--- src/rtl/lcd_cmd_seq_pkg.sv ---
// Shared command codes, state encoding and frame geometry for the LCD command sequencer.
package lcd_pkg;

  typedef logic [2:0] cmd_t;

  localparam cmd_t CMD_REFLASH  = 3'd0;
  localparam cmd_t CMD_LOAD     = 3'd1;
  localparam cmd_t CMD_ZOOM_IN  = 3'd2;
  localparam cmd_t CMD_ZOOM_OUT = 3'd3;
  localparam cmd_t CMD_RIGHT    = 3'd4;
  localparam cmd_t CMD_LEFT     = 3'd5;
  localparam cmd_t CMD_UP       = 3'd6;
  localparam cmd_t CMD_DOWN     = 3'd7;

  localparam int IMG_BYTES = 64;
  localparam int FRAME_PIX = 16;

  typedef enum logic [2:0] {
    ST_IDLE,
    ST_ISSUE,
    ST_LOAD,
    ST_WAIT,
    ST_FRAME
  } state_t;

endpackage

--- src/rtl/lcd_cmd_seq_if.sv ---
// Command/pixel handshake between the sequencer (master) and the LCD image controller (slave).
interface lcd_cmd_seq_if;

  lcd_pkg::cmd_t lcd_cmd;
  logic          lcd_cmd_valid;
  logic [7:0]    lcd_datain;
  logic          lcd_busy;
  logic [7:0]    lcd_dataout;
  logic          lcd_output_valid;

  modport master (
    output lcd_cmd, lcd_cmd_valid, lcd_datain,
    input  lcd_busy, lcd_dataout, lcd_output_valid
  );

  modport slave (
    input  lcd_cmd, lcd_cmd_valid, lcd_datain,
    output lcd_busy, lcd_dataout, lcd_output_valid
  );

endinterface

--- src/rtl/lcd_cmd_seq_fifo.sv ---
// Synchronous DEPTH x 3 command FIFO; head is visible combinationally, no write-through bypass.
module lcd_cmd_fifo
  import lcd_pkg::*;
#(
  parameter int DEPTH = 4
) (
  input  logic clk,
  input  logic reset,
  input  logic push,
  input  cmd_t push_data,
  input  logic pop,
  output cmd_t head,
  output logic full,
  output logic empty
);

  localparam int AW = $clog2(DEPTH);
  localparam logic [AW:0] PTR_ONE = (AW+1)'(1);

  cmd_t        mem [DEPTH];
  logic [AW:0] wr_ptr;
  logic [AW:0] rd_ptr;
  logic        push_ok;
  logic        pop_ok;

  assign push_ok = push && !full;
  assign pop_ok  = pop && !empty;

  always_ff @(posedge clk) begin
    if (reset) begin
      wr_ptr <= '0;
      rd_ptr <= '0;
    end else begin
      if (push_ok) wr_ptr <= wr_ptr + PTR_ONE;
      if (pop_ok)  rd_ptr <= rd_ptr + PTR_ONE;
    end
  end

  always_ff @(posedge clk) begin
    if (push_ok) mem[wr_ptr[AW-1:0]] <= push_data;
  end

  // Extra pointer bit separates full from empty when the indices coincide.
  assign head  = mem[rd_ptr[AW-1:0]];
  assign empty = (wr_ptr == rd_ptr);
  assign full  = (wr_ptr[AW] != rd_ptr[AW]) && (wr_ptr[AW-1:0] == rd_ptr[AW-1:0]);

endmodule

--- src/rtl/lcd_cmd_seq.sv ---
// Host-to-LCD command sequencer: queues commands, streams the image on LOAD, forwards each 16-pixel frame.
module lcd_cmd_seq
  import lcd_pkg::*;
#(
  parameter int DEPTH   = 4,
  parameter int TIMEOUT = 255
) (
  input  logic          clk,
  input  logic          reset,
  input  cmd_t          host_cmd,
  input  logic          host_valid,
  output logic          host_ready,
  output logic [5:0]    img_addr,
  input  logic [7:0]    img_rdata,
  lcd_cmd_seq_if.master lcd,
  output logic [7:0]    pix_out,
  output logic          pix_valid,
  output logic [3:0]    pix_idx,
  output logic          frame_done,
  output logic          err
);

  localparam int WD_W = $clog2(TIMEOUT + 1);

  state_t          state;
  state_t          state_next;
  cmd_t            cmd_q;
  logic [5:0]      byte_cnt;
  logic [WD_W-1:0] wd_cnt;
  logic [3:0]      beat_cnt;
  logic            loaded;

  logic            fifo_pop;
  logic            fifo_full;
  logic            fifo_empty;
  cmd_t            fifo_head;

  logic            gate_drop;
  logic            wd_hit;
  logic            wd_fire;
  logic            beat_take;
  logic            last_beat;

  assign host_ready = !fifo_full;

  lcd_cmd_fifo #(.DEPTH(DEPTH)) u_fifo (
    .clk       (clk),
    .reset     (reset),
    .push      (host_valid && host_ready),
    .push_data (host_cmd),
    .pop       (fifo_pop),
    .head      (fifo_head),
    .full      (fifo_full),
    .empty     (fifo_empty)
  );

  always_ff @(posedge clk) begin
    if (reset) state <= ST_IDLE;
    else       state <= state_next;
  end

  assign wd_hit = (wd_cnt == WD_W'(TIMEOUT - 1));

  always_comb begin
    state_next        = state;
    fifo_pop          = 1'b0;
    gate_drop         = 1'b0;
    wd_fire           = 1'b0;
    beat_take         = 1'b0;
    last_beat         = 1'b0;
    lcd.lcd_cmd       = '0;
    lcd.lcd_cmd_valid = 1'b0;
    lcd.lcd_datain    = '0;
    img_addr          = '0;
    case (state)
      ST_IDLE: begin
        // Nothing but LOAD may reach the controller until an image has been loaded.
        if (!fifo_empty && !lcd.lcd_busy) begin
          fifo_pop = 1'b1;
          if (loaded || fifo_head == CMD_LOAD) state_next = ST_ISSUE;
          else                                 gate_drop  = 1'b1;
        end
      end
      ST_ISSUE: begin
        lcd.lcd_cmd       = cmd_q;
        lcd.lcd_cmd_valid = 1'b1;
        state_next        = (cmd_q == CMD_LOAD) ? ST_LOAD : ST_WAIT;
      end
      ST_LOAD: begin
        lcd.lcd_datain = img_rdata;
        img_addr       = (byte_cnt == 6'(IMG_BYTES - 1)) ? byte_cnt : byte_cnt + 6'd1;
        if (byte_cnt == 6'(IMG_BYTES - 1)) state_next = ST_WAIT;
        if (wd_hit) begin
          wd_fire    = 1'b1;
          state_next = ST_IDLE;
        end
      end
      ST_WAIT: begin
        if (lcd.lcd_output_valid) begin
          beat_take  = 1'b1;
          state_next = ST_FRAME;
        end
        if (wd_hit) begin
          wd_fire    = 1'b1;
          beat_take  = 1'b0;
          state_next = ST_IDLE;
        end
      end
      ST_FRAME: begin
        if (lcd.lcd_output_valid) begin
          beat_take = 1'b1;
          if (beat_cnt == 4'(FRAME_PIX - 1)) begin
            last_beat  = 1'b1;
            state_next = ST_IDLE;
          end
        end
        // A final beat landing on the timeout still completes the frame.
        if (wd_hit && !last_beat) begin
          wd_fire    = 1'b1;
          beat_take  = 1'b0;
          state_next = ST_IDLE;
        end
      end
      default: state_next = ST_IDLE;
    endcase
  end

  // Stage p1: counters, sticky flags and the registered pixel forward.
  always_ff @(posedge clk) begin
    if (reset) begin
      cmd_q      <= '0;
      byte_cnt   <= '0;
      wd_cnt     <= '0;
      beat_cnt   <= '0;
      loaded     <= 1'b0;
      err        <= 1'b0;
      pix_out    <= '0;
      pix_valid  <= 1'b0;
      pix_idx    <= '0;
      frame_done <= 1'b0;
    end else begin
      pix_valid  <= beat_take;
      frame_done <= last_beat;
      if (beat_take) begin
        pix_out  <= lcd.lcd_dataout;
        pix_idx  <= beat_cnt;
        beat_cnt <= beat_cnt + 4'd1;
      end
      if (fifo_pop) cmd_q <= fifo_head;
      if (gate_drop || wd_fire) err <= 1'b1;
      case (state)
        ST_ISSUE: begin
          byte_cnt <= '0;
          beat_cnt <= '0;
          wd_cnt   <= WD_W'(1);
          if (cmd_q == CMD_LOAD) loaded <= 1'b1;
        end
        ST_LOAD: begin
          byte_cnt <= byte_cnt + 6'd1;
          wd_cnt   <= wd_cnt + WD_W'(1);
        end
        ST_WAIT, ST_FRAME: wd_cnt <= wd_cnt + WD_W'(1);
        default: ;
      endcase
    end
  end

endmodule

--- src/flat_wrapper.sv ---
// flat-port wrapper written by rule: the top's interface ports become plain ports
module lcd_cmd_seq_flat import lcd_pkg::*;
#(
  parameter int DEPTH   = 4,
  parameter int TIMEOUT = 255
)
  (clk, reset, host_cmd, host_valid, host_ready, img_addr, img_rdata, pix_out, pix_valid, pix_idx, frame_done, err, lcd_lcd_cmd, lcd_lcd_cmd_valid, lcd_lcd_datain, lcd_lcd_busy, lcd_lcd_dataout, lcd_lcd_output_valid);
  lcd_cmd_seq_if lcd_i ();
  input  logic clk;
  input  logic reset;
  input  cmd_t host_cmd;
  input  logic host_valid;
  output logic host_ready;
  output logic [5:0] img_addr;
  input  logic [7:0] img_rdata;
  output logic [7:0] pix_out;
  output logic pix_valid;
  output logic [3:0] pix_idx;
  output logic frame_done;
  output logic err;
  output wire logic [$bits(lcd_i.lcd_cmd)-1:0] lcd_lcd_cmd;
  output wire logic [$bits(lcd_i.lcd_cmd_valid)-1:0] lcd_lcd_cmd_valid;
  output wire logic [$bits(lcd_i.lcd_datain)-1:0] lcd_lcd_datain;
  input wire logic [$bits(lcd_i.lcd_busy)-1:0] lcd_lcd_busy;
  input wire logic [$bits(lcd_i.lcd_dataout)-1:0] lcd_lcd_dataout;
  input wire logic [$bits(lcd_i.lcd_output_valid)-1:0] lcd_lcd_output_valid;
  assign lcd_lcd_cmd = lcd_i.lcd_cmd;
  assign lcd_lcd_cmd_valid = lcd_i.lcd_cmd_valid;
  assign lcd_lcd_datain = lcd_i.lcd_datain;
  assign lcd_i.lcd_busy = lcd_lcd_busy;
  assign lcd_i.lcd_dataout = lcd_lcd_dataout;
  assign lcd_i.lcd_output_valid = lcd_lcd_output_valid;
  lcd_cmd_seq #(.DEPTH(DEPTH), .TIMEOUT(TIMEOUT)) u_core (.clk(clk), .reset(reset), .host_cmd(host_cmd), .host_valid(host_valid), .host_ready(host_ready), .img_addr(img_addr), .img_rdata(img_rdata), .lcd(lcd_i), .pix_out(pix_out), .pix_valid(pix_valid), .pix_idx(pix_idx), .frame_done(frame_done), .err(err));
endmodule
--- config.mk ---
export PLATFORM = sky130hd
export DESIGN_NAME = lcd_cmd_seq_flat
export DESIGN_NICKNAME = d
export VERILOG_FILES = /design/src/rtl/lcd_cmd_seq_pkg.sv /design/src/rtl/lcd_cmd_seq_if.sv /design/src/rtl/lcd_cmd_seq_fifo.sv /design/src/rtl/lcd_cmd_seq.sv /design/src/flat_wrapper.sv
export SDC_FILE = /design/constraint.sdc
export NUM_CORES = 1
export LEC_CHECK = 0
export BUFFER_PORTS_ARGS = -buffer_cell sky130_fd_sc_hd__clkbuf_2
export CORE_ASPECT_RATIO = 0.6
export CORE_UTILIZATION = 51
export CTS_BUF_LIST = sky130_fd_sc_hd__clkbuf_8
export CTS_CLUSTER_SIZE = 10
export DETAILED_ROUTE_END_ITERATION = 7
export PLACE_DENSITY = 0.78
export SLEW_MARGIN = 20
export SYNTH_ARGS = -nofsm -noshare
export SYNTH_HDL_FRONTEND = slang
export SYNTH_SLANG_ARGS = --single-unit
--- constraint.sdc ---
create_clock -name clk -period 1.82 [get_ports clk]
set_input_delay 0.364 -clock clk [delete_from_list [all_inputs] [get_ports clk]]
set_output_delay 0.364 -clock clk [all_outputs]
set_load 0.05 [all_outputs]
Word-level counts from Yosys, hierarchy flattened --
Memory sizes are Yosys's and may differ from the RTL's. A register that Yosys moved wholly into a read port is not among the register bits. Cells that the tools add are included.
Cells by class: reduce and logical (&&, ||, !) cells 21, bitwise operators 1, add/sub/neg operators 5, muxes and demuxes 37, eq/ne operators 18
Operators by type and width (count):
- two-way mux 3 bit | 10
- two-way mux 1 bit | 17
- case mux 8 bit (2 select lines) | 1
- case mux 3 bit (5 select lines) | 1
- two-way mux 6 bit | 2
- case mux 6 bit (2 select lines) | 1
- == test 3 x 1 -> 1 bit (second input constant) | 3
- adder 8 x 1 -> 8 bit (second input constant) | 1
- == test 8 bit (second input constant) | 1
- two-way mux 8 bit | 1
- adder 3 x 1 -> 3 bit (second input constant) | 2
- adder 6 x 1 -> 6 bit (second input constant) | 1
- == test 3 x 2 -> 1 bit (second input constant) | 2
- == test 6 bit (second input constant) | 1
- logical AND 1 bit | 6
- inequality test 3 x 1 -> 1 bit (second input constant) | 2
- inequality test 3 x 2 -> 1 bit (second input constant) | 2
- AND reduction 6 bit | 1
- OR reduction 2 bit | 3
- adder 4 x 1 -> 4 bit (second input constant) | 1
- == test 4 bit (second input constant) | 1
- logical NOT 1 bit | 4
- two-way mux 2 bit | 2
- inequality test 2 x 1 -> 1 bit (second input constant) | 2
- other kinds (11) | 14
Word-level totals: input bits 24, RAM bits 12, register bits 46, memories 1
Memory list:
- u_core.u_fifo.mem | depth 4, bits a word 3, read ports 1, clocked after Yosys merged registers in 1, wr ports 1, line lcd_cmd_seq_fifo.sv:20 | cmd_t mem [DEPTH];

Logic depth before layout (Yosys ltp) --
Gate-level depths: netlist of run 1.
word-level depth 9, mapped depth 8, gate-level depth less buffers 7

Hierarchy --
A second synthesis of run 1 with hierarchy kept.
Unflattened totals: cell total of the unflattened synthesis 327, area, all modules 3015.4 um^2
Modules (own cells, without submodules):
- lcd_cmd_seq | area an instance 2005.7 um^2, times used 1, cells each 244, seq. area each 800.8 um^2
- lcd_cmd_fifo | area an instance 1009.7 um^2, times used 1, cells each 83, seq. area each 520.5 um^2

Worst setup path before layout of run 1 --
Ideal clock, no wire load.
path kind reg-to-output, start point reg u_core.byte_cnt[0], end point out img_addr[4], data arrival time 2.067 ns, path buffers 0, stages on the path, launching flop included 5, setup slack -0.611 ns, cells stage by stage dfxtp_1 -> ha_1 -> and3_1 -> nor2_1 -> a211oi_1
Between the ends: cells in the longest elaborated chain, start to end 3, elaborated cells on any way between the ends 4, classes of those cells 1 x add/sub; 1 x eq/ne; 2 x mux
RTL lines:
- start: declaration | line lcd_cmd_seq.sv:28 | logic [5:0] byte_cnt;
- start signal: assignment | line lcd_cmd_seq.sv:159 | byte_cnt <= byte_cnt + 6'd1;
- adder 6 x 1 -> 6 bit or == test 6 bit (tied branches) | line lcd_cmd_seq.sv:91 | img_addr = (byte_cnt == 6'(IMG_BYTES - 1)) ? byte_cnt : byte_cnt + 6'd1;
- two-way mux 6 bit * | line lcd_cmd_seq.sv:91
- two-way mux 6 bit * | line lcd_cmd_seq.sv:75 | case (state)
- end: declaration | line flat_wrapper.sv:14 | output logic [5:0] img_addr;
Mark *: on every way between the ends. The rest lies on a longest branch, timed or not.

Final worst setup path of run 1 --
start point reg u_core.byte_cnt[0], end point out img_addr[1]
The elaborated chain is that of the path after synthesis.

==> impl_metrics.prom, run 1 <==
# TYPE chip_impl_metric gauge
chip_impl_info{name="yosysMostFrequentCell",value="sky130_fd_sc_hd__nor2_1"} 1
chip_impl_metric{name="via_count",unit=""} 2707
chip_impl_metric{name="power.share.sequential",unit=""} 0.431
chip_impl_info{name="synth.largest_area_cell",value="sky130_fd_sc_hd__dfxtp_1"} 1
chip_impl_metric{name="cap_viol_max_count",unit=""} 0
chip_impl_metric{name="synth_seq_area_share",unit=""} 0.472
chip_impl_metric{name="floorplan.initialDensity",unit=""} 0.542
chip_impl_metric{name="detailed_placer_s_ending_hpwl",unit="um"} 4690
chip_impl_metric{name="worst_skew_pair.late_latency",unit="ps"} 360
chip_impl_metric{name="multiInputGateArea",unit="um2"} 1690
chip_impl_info{name="dominant_combinational_cell_family_by_area_after_synthesis",value="simple AND/OR/NAND/NOR gates"} 1
chip_impl_metric{name="power-per-cell-area",unit="nW/um2"} 816
chip_impl_metric{name="path_clk_slew",unit="ps"} 80
chip_impl_info{name="crit_type",value="flip-flop to primary output"} 1
chip_impl_metric{name="grt_overflow_total",unit=""} 0
chip_impl_metric{name="share_of_the_cycle_needed_by_the_critical_path_after_routing",unit=""} 1.13
chip_impl_metric{name="cp_max_fo",unit=""} 3
chip_impl_metric{name="htree_num_levels",unit=""} 3
chip_impl_info{name="rsz0062_at_grt",value="yes"} 1
chip_impl_metric{name="cp.arrival",unit="ps"} 1690
chip_impl_metric{name="die_x",unit="um"} 97.6
chip_impl_info{name="synth-main-ff-cell",value="sky130_fd_sc_hd__dfxtp_1"} 1
chip_impl_metric{name="grt_pass1_vias",unit=""} 2616
chip_impl_metric{name="maximum_number_of_pins_on_one_net_before_global_route_repair",unit=""} 24
chip_impl_info{name="synth_commonest_cells",value="sky130_fd_sc_hd__nor2_1, sky130_fd_sc_hd__dfxtp_1, sky130_fd_sc_hd__mux2i_1, sky130_fd_sc_hd__and2_1, sky130_fd_sc_hd__a21oi_1"} 1
chip_impl_metric{name="power_switching",unit="mW"} 1.06
chip_impl_metric{name="syn_area",unit="um2"} 2800
chip_impl_metric{name="antenna_violating_nets_post_route",unit=""} 0
chip_impl_metric{name="post_synth_fa_ha_maj_area_fraction",unit=""} 0.0403
chip_impl_metric{name="final.setup_skew",unit="ps"} 13.4
chip_impl_metric{name="clock_power_share",unit=""} 0.342
chip_impl_metric{name="fraction_of_the_mapped_netlist_area_in_compound_gates",unit=""} 0.116
chip_impl_info{name="status",value="finished, violations left"} 1
chip_impl_metric{name="cts_inserted_buffers",unit=""} 9
chip_impl_metric{name="max_vdd_drop",unit="mV"} 0.597
chip_impl_metric{name="timing.final.max_slew_violations",unit=""} 0
chip_impl_metric{name="cts_num_sinks",unit=""} 60
chip_impl_metric{name="final_cell_count_no_fill",unit=""} 461
chip_impl_metric{name="synthArstFlopShare",unit=""} 0
chip_impl_metric{name="antenna-diode-count",unit=""} 0
chip_impl_metric{name="yosys.cell_types.count",unit=""} 43
chip_impl_metric{name="finalSetupViolCount",unit=""} 17
chip_impl_metric{name="sw_frac_of_total",unit=""} 0.303
chip_impl_metric{name="synth.mux.area_fraction",unit=""} 0.0993
chip_impl_metric{name="worst_slew_margin_rel",unit=""} 0.722
chip_impl_metric{name="tightest_slew",unit="ps"} 414
chip_impl_metric{name="layout.core_utilization",unit=""} 0.830
chip_impl_info{name="violations",value="setup timing"} 1
chip_impl_info{name="cp-end-kind",value="primary output"} 1
chip_impl_metric{name="place_inst",unit=""} 422
chip_impl_metric{name="die_h",unit="um"} 59.4
chip_impl_metric{name="rows",unit=""} 20
chip_impl_metric{name="grt_first_pass_wirelength",unit="um"} 13100
chip_impl_metric{name="achievable-frequency",unit="MHz"} 488
chip_impl_metric{name="viasPerCell",unit=""} 5.87
chip_impl_metric{name="synth_simple_gate_area_share",unit=""} 0.208
chip_impl_metric{name="register_area",unit="um2"} 1350
chip_impl_metric{name="floorplan.io_pins",unit=""} 58
chip_impl_metric{name="drt_iter0_markers",unit=""} 172
chip_impl_metric{name="met1_routed_length",unit="um"} 3460
chip_impl_metric{name="regToRegSetupSlack",unit="ps"} -100
chip_impl_metric{name="synth_warnings",unit=""} 0
chip_impl_metric{name="post_layout_nets",unit=""} 423
chip_impl_metric{name="sum_of_met3_wire_segment_lengths_after_detailed_routing",unit="um"} 733
chip_impl_info{name="highest_layer",value="met4"} 1
chip_impl_metric{name="antenna_found_initial",unit=""} 0
chip_impl_metric{name="internal_power",unit="mW"} 2.43
chip_impl_info{name="synthTopCellsByArea",value="sky130_fd_sc_hd__dfxtp_1, sky130_fd_sc_hd__edfxtp_1, sky130_fd_sc_hd__mux2i_1"} 1
chip_impl_metric{name="fillers",unit=""} 283
chip_impl_metric{name="drive_gt1_frac",unit=""} 0.466
chip_impl_metric{name="netlist_instances",unit=""} 285
chip_impl_metric{name="first_pass_iters",unit=""} 5
chip_impl_metric{name="critical_path_rt",unit="ps"} 1460
chip_impl_metric{name="wl_per_cell",unit="um"} 18.7
chip_impl_metric{name="final-hold-violation-count",unit=""} 0
chip_impl_metric{name="flow.area_growth_from_synthesis",unit="%"} 52.9
chip_impl_info{name="hold_path.class",value="input port to flip-flop"} 1
chip_impl_metric{name="synth_net_count",unit=""} 318
chip_impl_info{name="tritoncts",value="built"} 1
chip_impl_metric{name="synth_area_per_cell",unit="um2"} 9.81
chip_impl_metric{name="synth-seq-cells",unit=""} 60
chip_impl_metric{name="worst_slack",unit="ps"} -230
chip_impl_metric{name="met2RoutedLength",unit="um"} 4080
chip_impl_metric{name="grtUsageTotal",unit=""} 0.302
chip_impl_metric{name="static-leakage-power",unit="nW"} 1.79
chip_impl_metric{name="port-buffer-count",unit=""} 57
chip_impl_metric{name="floorplan_core_area",unit="um2"} 5150
chip_impl_info{name="clock_root_buffer_master",value="sky130_fd_sc_hd__clkbuf_8"} 1
chip_impl_metric{name="synthDominantCellAreaShare",unit=""} 0.344
chip_impl_metric{name="place.gp.congestion",unit=""} 0.855
chip_impl_info{name="critPathLaunchType",value="flip-flop"} 1
chip_impl_metric{name="drc_errors_left",unit=""} 0
chip_impl_metric{name="synth-xor-area-share",unit=""} 0.0407
chip_impl_metric{name="cts_buffer_depth",unit=""} 2
chip_impl_metric{name="synth_enable_flop_cells",unit=""} 12
chip_impl_metric{name="power_frac_comb",unit=""} 0.227
chip_impl_metric{name="die_area",unit="um2"} 5790
chip_impl_metric{name="drt-total-wl",unit="um"} 8610
chip_impl_metric{name="layout_min_cycle_time",unit="ps"} 2050
==> layout make-up <==
class | count | area share
clock buffer | 9 | 0.0290
timing repair buffer | 104 | 0.221
sequential | 60 | 0.315
inverter | 6 | 0.00585
multi-input combinational | 209 | 0.394
tap | 66 | 0.0193
clock inverter | 7 | 0.0155
==> sequential cells by signal, summed over array words and instances, names as in the netlist, named ones only <==
register / count
u_core.u_fifo.wr_ptr: 3
u_core.frame_done: 1
u_core.u_fifo.mem: 12
u_core.pix_idx: 4
u_core.pix_valid: 1
u_core.wd_cnt: 8
u_core.state: 3
u_core.beat_cnt: 4
u_core.err: 1
u_core.cmd_q: 3
u_core.byte_cnt: 6
u_core.loaded: 1
u_core.u_fifo.rd_ptr: 3
u_core.pix_out: 8
==> power groups by stage <==
stage               registers [mW]  logic (mW)  clock network, mW
detailed placement            1.51       0.551                  0
global route                  1.51       0.831               1.26
global placement              1.51       0.529                  0
floorplan                     1.52       0.363                  0
finish                        1.50       0.793               1.19
CTS                           1.49       0.652               1.19
==> logic make-up after synthesis <==
family | Yosys count
fa+ha+maj | 9
xor+xnor | 13
buf+inv | 16
compound gates | 45
flops | 60
mux | 24
simple gates | 118
==> repair_timing <==
item                                    4_1_cts  5_1_grt
buffers inserted                              9       13
resized for setup                            92       30
endpoints found under the setup margin       19       42
pin swaps                                    17       13
gates cloned                                  1        0
hold buffers                                  0        0
==> layout by cell type, fill, tap and decap left out, types with 3 or more instances in the layout <==
master and n:
sky130_fd_sc_hd__nor2_1 44, sky130_fd_sc_hd__clkbuf_2 39, sky130_fd_sc_hd__buf_4 37, sky130_fd_sc_hd__dfxtp_1 35, sky130_fd_sc_hd__mux2i_1 19, sky130_fd_sc_hd__a21oi_1 12
sky130_fd_sc_hd__edfxtp_1 12, sky130_fd_sc_hd__and2_4 11, sky130_fd_sc_hd__dfxtp_2 10, sky130_fd_sc_hd__clkbuf_8 10, sky130_fd_sc_hd__nand2_1 9, sky130_fd_sc_hd__clkbuf_16 9
sky130_fd_sc_hd__ha_1 8, sky130_fd_sc_hd__buf_8 8, sky130_fd_sc_hd__buf_6 8, sky130_fd_sc_hd__nand3_1 7, sky130_fd_sc_hd__inv_1 6, sky130_fd_sc_hd__xnor2_1 6
sky130_fd_sc_hd__nor3_1 6, sky130_fd_sc_hd__o21ai_0 5, sky130_fd_sc_hd__nand3b_1 4, sky130_fd_sc_hd__nor2_2 4, sky130_fd_sc_hd__xor2_1 4, sky130_fd_sc_hd__and2_1 4
sky130_fd_sc_hd__inv_4 3, sky130_fd_sc_hd__nor2_4 3, sky130_fd_sc_hd__mux4_2 3, sky130_fd_sc_hd__or3_1 3, sky130_fd_sc_hd__a211oi_1 3, sky130_fd_sc_hd__a311oi_1 3
sky130_fd_sc_hd__dfxtp_4 3
==> layer usage <==
layer	vias to the layer above	GRT usage
met5	-	0
met4	0	0.164
met3	43	0.0943
met2	175	0.488
met1	1261	0.371
li1	1228	-
==> final timing paths <==
| path | from | endpoint | depth (start not counted) |
|---|---|---|---|
| worst max-delay path | u_core.byte_cnt[0] | img_addr[1] | 6 |
| worst min-delay path | host_cmd[0] | u_core.u_fifo.mem[1][0] | 1 |
| worst min register to register | u_core.pix_out[2] | u_core.pix_out[2] | 2 |
| worst max register to register | u_core.byte_cnt[0] | u_core.state[0] | 8 |
==> critical path: stages (launching register included) <==
cell	delay (ps)
sky130_fd_sc_hd__dfxtp_2	370
sky130_fd_sc_hd__ha_4	150
sky130_fd_sc_hd__and3_4	200
sky130_fd_sc_hd__nand3_4	130
sky130_fd_sc_hd__mux2i_4	240
sky130_fd_sc_hd__nor2_4	100
sky130_fd_sc_hd__buf_8	150
==> per-stage QoR <==
stage / TNS, ps / hold WS (ps) / area [um2] / worst slack (ps) / power, mW
global placement: 0 / 459 / 3410 / 51.9 / 2.04
detailed placement: 0 / 481 / 3410 / 23.7 / 2.06
global route: -2990 / 231 / 4280 / -267 / 3.60
finish: -2040 / 226 / 4280 / -230 / 3.49
floorplan: -2.28 / 461 / 2890 / -2.28 / 1.88
CTS: -1540 / 230 / 4090 / -198 / 3.33
No activity file was read; power rests on OpenSTA's default activity.
==> inputs of run 2 (changes only) <==
--- a/config.mk
+++ b/config.mk
@@ -12,6 +12,7 @@
 export CTS_CLUSTER_SIZE = 10
 export DETAILED_ROUTE_END_ITERATION = 7
 export PLACE_DENSITY = 0.78
+export REMOVE_ABC_BUFFERS = 1
 export SLEW_MARGIN = 20
 export SYNTH_ARGS = -nofsm -noshare
 export SYNTH_HDL_FRONTEND = slang
==> impl_metrics.prom, run 2 (synthesis gave the netlist of run 1 again) <==
# TYPE chip_impl_metric gauge
chip_impl_metric{name="sw_frac_of_total",unit=""} 0.268
chip_impl_metric{name="rows",unit=""} 20
chip_impl_info{name="rsz0062_at_grt",value="yes"} 1
chip_impl_metric{name="final.setup_skew",unit="ps"} 7.84
chip_impl_metric{name="power_switching",unit="uW"} 984
chip_impl_metric{name="wl_per_cell",unit="um"} 19.3
chip_impl_metric{name="timing.final.max_slew_violations",unit=""} 0
chip_impl_info{name="hold_path.class",value="input port to flip-flop"} 1
chip_impl_metric{name="cp.arrival",unit="ps"} 1670
chip_impl_metric{name="critPathMaxStageDelay",unit="ps"} 350
chip_impl_metric{name="met3_usage",unit=""} 0.101
chip_impl_metric{name="grt_overflow_total",unit=""} 0
chip_impl_metric{name="max_vdd_drop",unit="mV"} 0.601
chip_impl_metric{name="antenna-diode-count",unit=""} 0
chip_impl_metric{name="met2_track_demand_over_resource",unit=""} 0.433
chip_impl_metric{name="power_frac_comb",unit=""} 0.192
chip_impl_metric{name="grtUsageTotal",unit=""} 0.283
chip_impl_info{name="tritoncts",value="built"} 1
chip_impl_metric{name="use_met1",unit=""} 0.349
chip_impl_metric{name="power.share.sequential",unit=""} 0.409
chip_impl_metric{name="cts_num_sinks",unit=""} 60
chip_impl_metric{name="drt_iter0_markers",unit=""} 280
chip_impl_metric{name="tightest_slew",unit="ps"} 446
chip_impl_metric{name="antenna_found_initial",unit=""} 0
chip_impl_metric{name="totalNegativeSetupSlack",unit="ps"} -1220
chip_impl_info{name="clock_root_buffer_master",value="sky130_fd_sc_hd__clkbuf_8"} 1
chip_impl_metric{name="total_power",unit="mW"} 3.68
chip_impl_info{name="layout.cells.most_common_list",value="sky130_fd_sc_hd__nor2_1, sky130_fd_sc_hd__dfxtp_1, sky130_fd_sc_hd__clkbuf_2, sky130_fd_sc_hd__buf_4, sky130_fd_sc_hd__mux2i_1"} 1
chip_impl_metric{name="cp_max_fo",unit=""} 4
chip_impl_metric{name="static-leakage-power",unit="nW"} 1.76
chip_impl_metric{name="cts_buffer_depth",unit=""} 2
chip_impl_metric{name="worst_skew_pair.late_latency",unit="ps"} 350
chip_impl_metric{name="drive_gt1_frac",unit=""} 0.418
chip_impl_metric{name="postCtsHoldBufs",unit=""} 0
chip_impl_metric{name="floorplan.io_pins",unit=""} 58
chip_impl_metric{name="die_h",unit="um"} 59.4
chip_impl_metric{name="port-buffer-count",unit=""} 57
chip_impl_metric{name="fillers",unit=""} 283
chip_impl_metric{name="flow.area_growth_from_synthesis",unit="%"} 48.0
chip_impl_metric{name="htree_num_levels",unit=""} 3
chip_impl_info{name="critical-path-slowest-cell",value="sky130_fd_sc_hd__dfxtp_2"} 1
chip_impl_metric{name="achievable-frequency",unit="MHz"} 491
chip_impl_metric{name="cts_inserted_buffers",unit=""} 9
chip_impl_metric{name="dp_slack",unit="ps"} -41.7
chip_impl_metric{name="final_cell_count_no_fill",unit=""} 454
chip_impl_metric{name="critical_path_rt",unit="ps"} 1460
chip_impl_metric{name="place_inst",unit=""} 425
chip_impl_metric{name="floorplan.initialDensity",unit=""} 0.542
chip_impl_info{name="status",value="finished, violations left"} 1
chip_impl_metric{name="power-per-cell-area",unit="nW/um2"} 889
chip_impl_info{name="violations",value="setup timing"} 1
chip_impl_metric{name="place.gp.congestion",unit=""} 0.848
chip_impl_metric{name="antenna_violating_nets_post_route",unit=""} 0
chip_impl_info{name="crit_type",value="flip-flop to primary output"} 1
chip_impl_info{name="most_frequent_standard_cell_in_the_layout_excluding_fill_and_tap_cells",value="sky130_fd_sc_hd__nor2_1"} 1
chip_impl_metric{name="flip_flop_count_of_the_largest_register_all_copies_and_words_added",unit=""} 12
chip_impl_metric{name="first_pass_iters",unit=""} 5
chip_impl_metric{name="path_clk_slew",unit="ps"} 70
chip_impl_metric{name="drt-total-wl",unit="um"} 8760
chip_impl_metric{name="via_count",unit=""} 2706
chip_impl_metric{name="grt_first_pass_wirelength",unit="um"} 12300
chip_impl_metric{name="share_of_the_cycle_needed_by_the_critical_path_after_routing",unit=""} 1.12
chip_impl_metric{name="drc_errors_left",unit=""} 0
chip_impl_metric{name="layout.core_utilization",unit=""} 0.803
chip_impl_metric{name="cap_viol_max_count",unit=""} 0
chip_impl_metric{name="finalSetupViolCount",unit=""} 16
chip_impl_info{name="cp_cell_sequence",value="ha_4, and3_4, nand3_4, a21oi_1, clkbuf_8"} 1
chip_impl_metric{name="grt_pass1_vias",unit=""} 2546
chip_impl_metric{name="detailed_placer_s_ending_hpwl",unit="um"} 4580
chip_impl_metric{name="final-hold-violation-count",unit=""} 0
chip_impl_metric{name="floorplan_core_area",unit="um2"} 5150
chip_impl_info{name="cp-end-kind",value="primary output"} 1
chip_impl_metric{name="worst_slew_margin_rel",unit=""} 0.702
chip_impl_metric{name="post_layout_nets",unit=""} 416
chip_impl_info{name="critPathLaunchType",value="flip-flop"} 1
chip_impl_metric{name="layout_min_cycle_time",unit="ps"} 2040
chip_impl_metric{name="internal_power",unit="mW"} 2.69
chip_impl_metric{name="die_area",unit="um2"} 5790
chip_impl_metric{name="viasPerCell",unit=""} 5.96
chip_impl_metric{name="maximum_number_of_pins_on_one_net_before_global_route_repair",unit=""} 26
chip_impl_metric{name="die_x",unit="um"} 97.6
chip_impl_metric{name="worst_slack",unit="ps"} -216
chip_impl_metric{name="clock_power_share",unit=""} 0.399
chip_impl_info{name="gr-max-usage-layer",value="met2"} 1
-- run 2: cell count changes in the layout (fill, tap and decap cells not counted), sizes merged --
cell and delta:
buf -4, clkbuf -2, clkinv +2, inv -3
bufinv +2, clkinvlp -2
-- run 2: power groups by stage --
stage | clock network [mW] | logic [mW] | registers [mW]
6_report | 1.47 | 0.707 | 1.50
5_1_grt | 1.53 | 0.749 | 1.51
4_1_cts | 1.46 | 0.611 | 1.49
3_5_place_dp | 0 | 0.543 | 1.52
3_3_place_gp | 0 | 0.529 | 1.51
2_1_floorplan | 0 | 0.329 | 1.52
-- run 2: cell type report --
type	instances	area, um2	area share
Timing Repair Buffer	97	837	0.202
Tap cell	66	82.6	0.0200
Sequential cell	60	1340	0.323
Clock inverter	6	103	0.0248
Multi-Input combinational cell	209	1620	0.391
Clock buffer	10	138	0.0333
Inverter	6	23.8	0.00574
-- run 2: through the flow --
stage	instance area [um2]	hold slack, ps
after CTS	3970	237
after floorplan	2760	433
after global placement	3370	463
after global routing	4140	235
after detailed placement	3370	475
final	4140	236
-- run 2: worst max-delay path, delay by kind of cell (launching register included) --
family / cells / cell delay (ps)
compound gates: 1 / 270
buf+inv: 1 / 240
simple gates: 2 / 320
fa+ha+maj: 1 / 140
flops: 1 / 350
-- run 2: worst paths after layout --
check / startpoint / endpoint / slack [ps] / cells past startpoint
worst max register to register: u_core.state[0] / u_core.beat_cnt[0] / -90 / 7
worst max-delay path: u_core.byte_cnt[1] / img_addr[3] / -220 / 5
worst min register to register: u_core.err / u_core.err / 500 / 2
worst min-delay path: host_cmd[0] / u_core.u_fifo.mem[2][0] / 240 / 1
-- run 2: per-layer routing --
| metal | share of wire | wire (um) |
|---|---|---|
| met5 | 0 | 0 |
| met3 | 0.089 | 781 |
| met1 | 0.42 | 3680 |
| met4 | 0.045 | 398 |
| met2 | 0.45 | 3900 |
-- run 2: timing repair --
action,in CTS,in global routing
buffers inserted,9,4
endpoints found under the setup margin,23,36
pin swaps,8,25
gates resized for setup,68,46
gates cloned,1,0
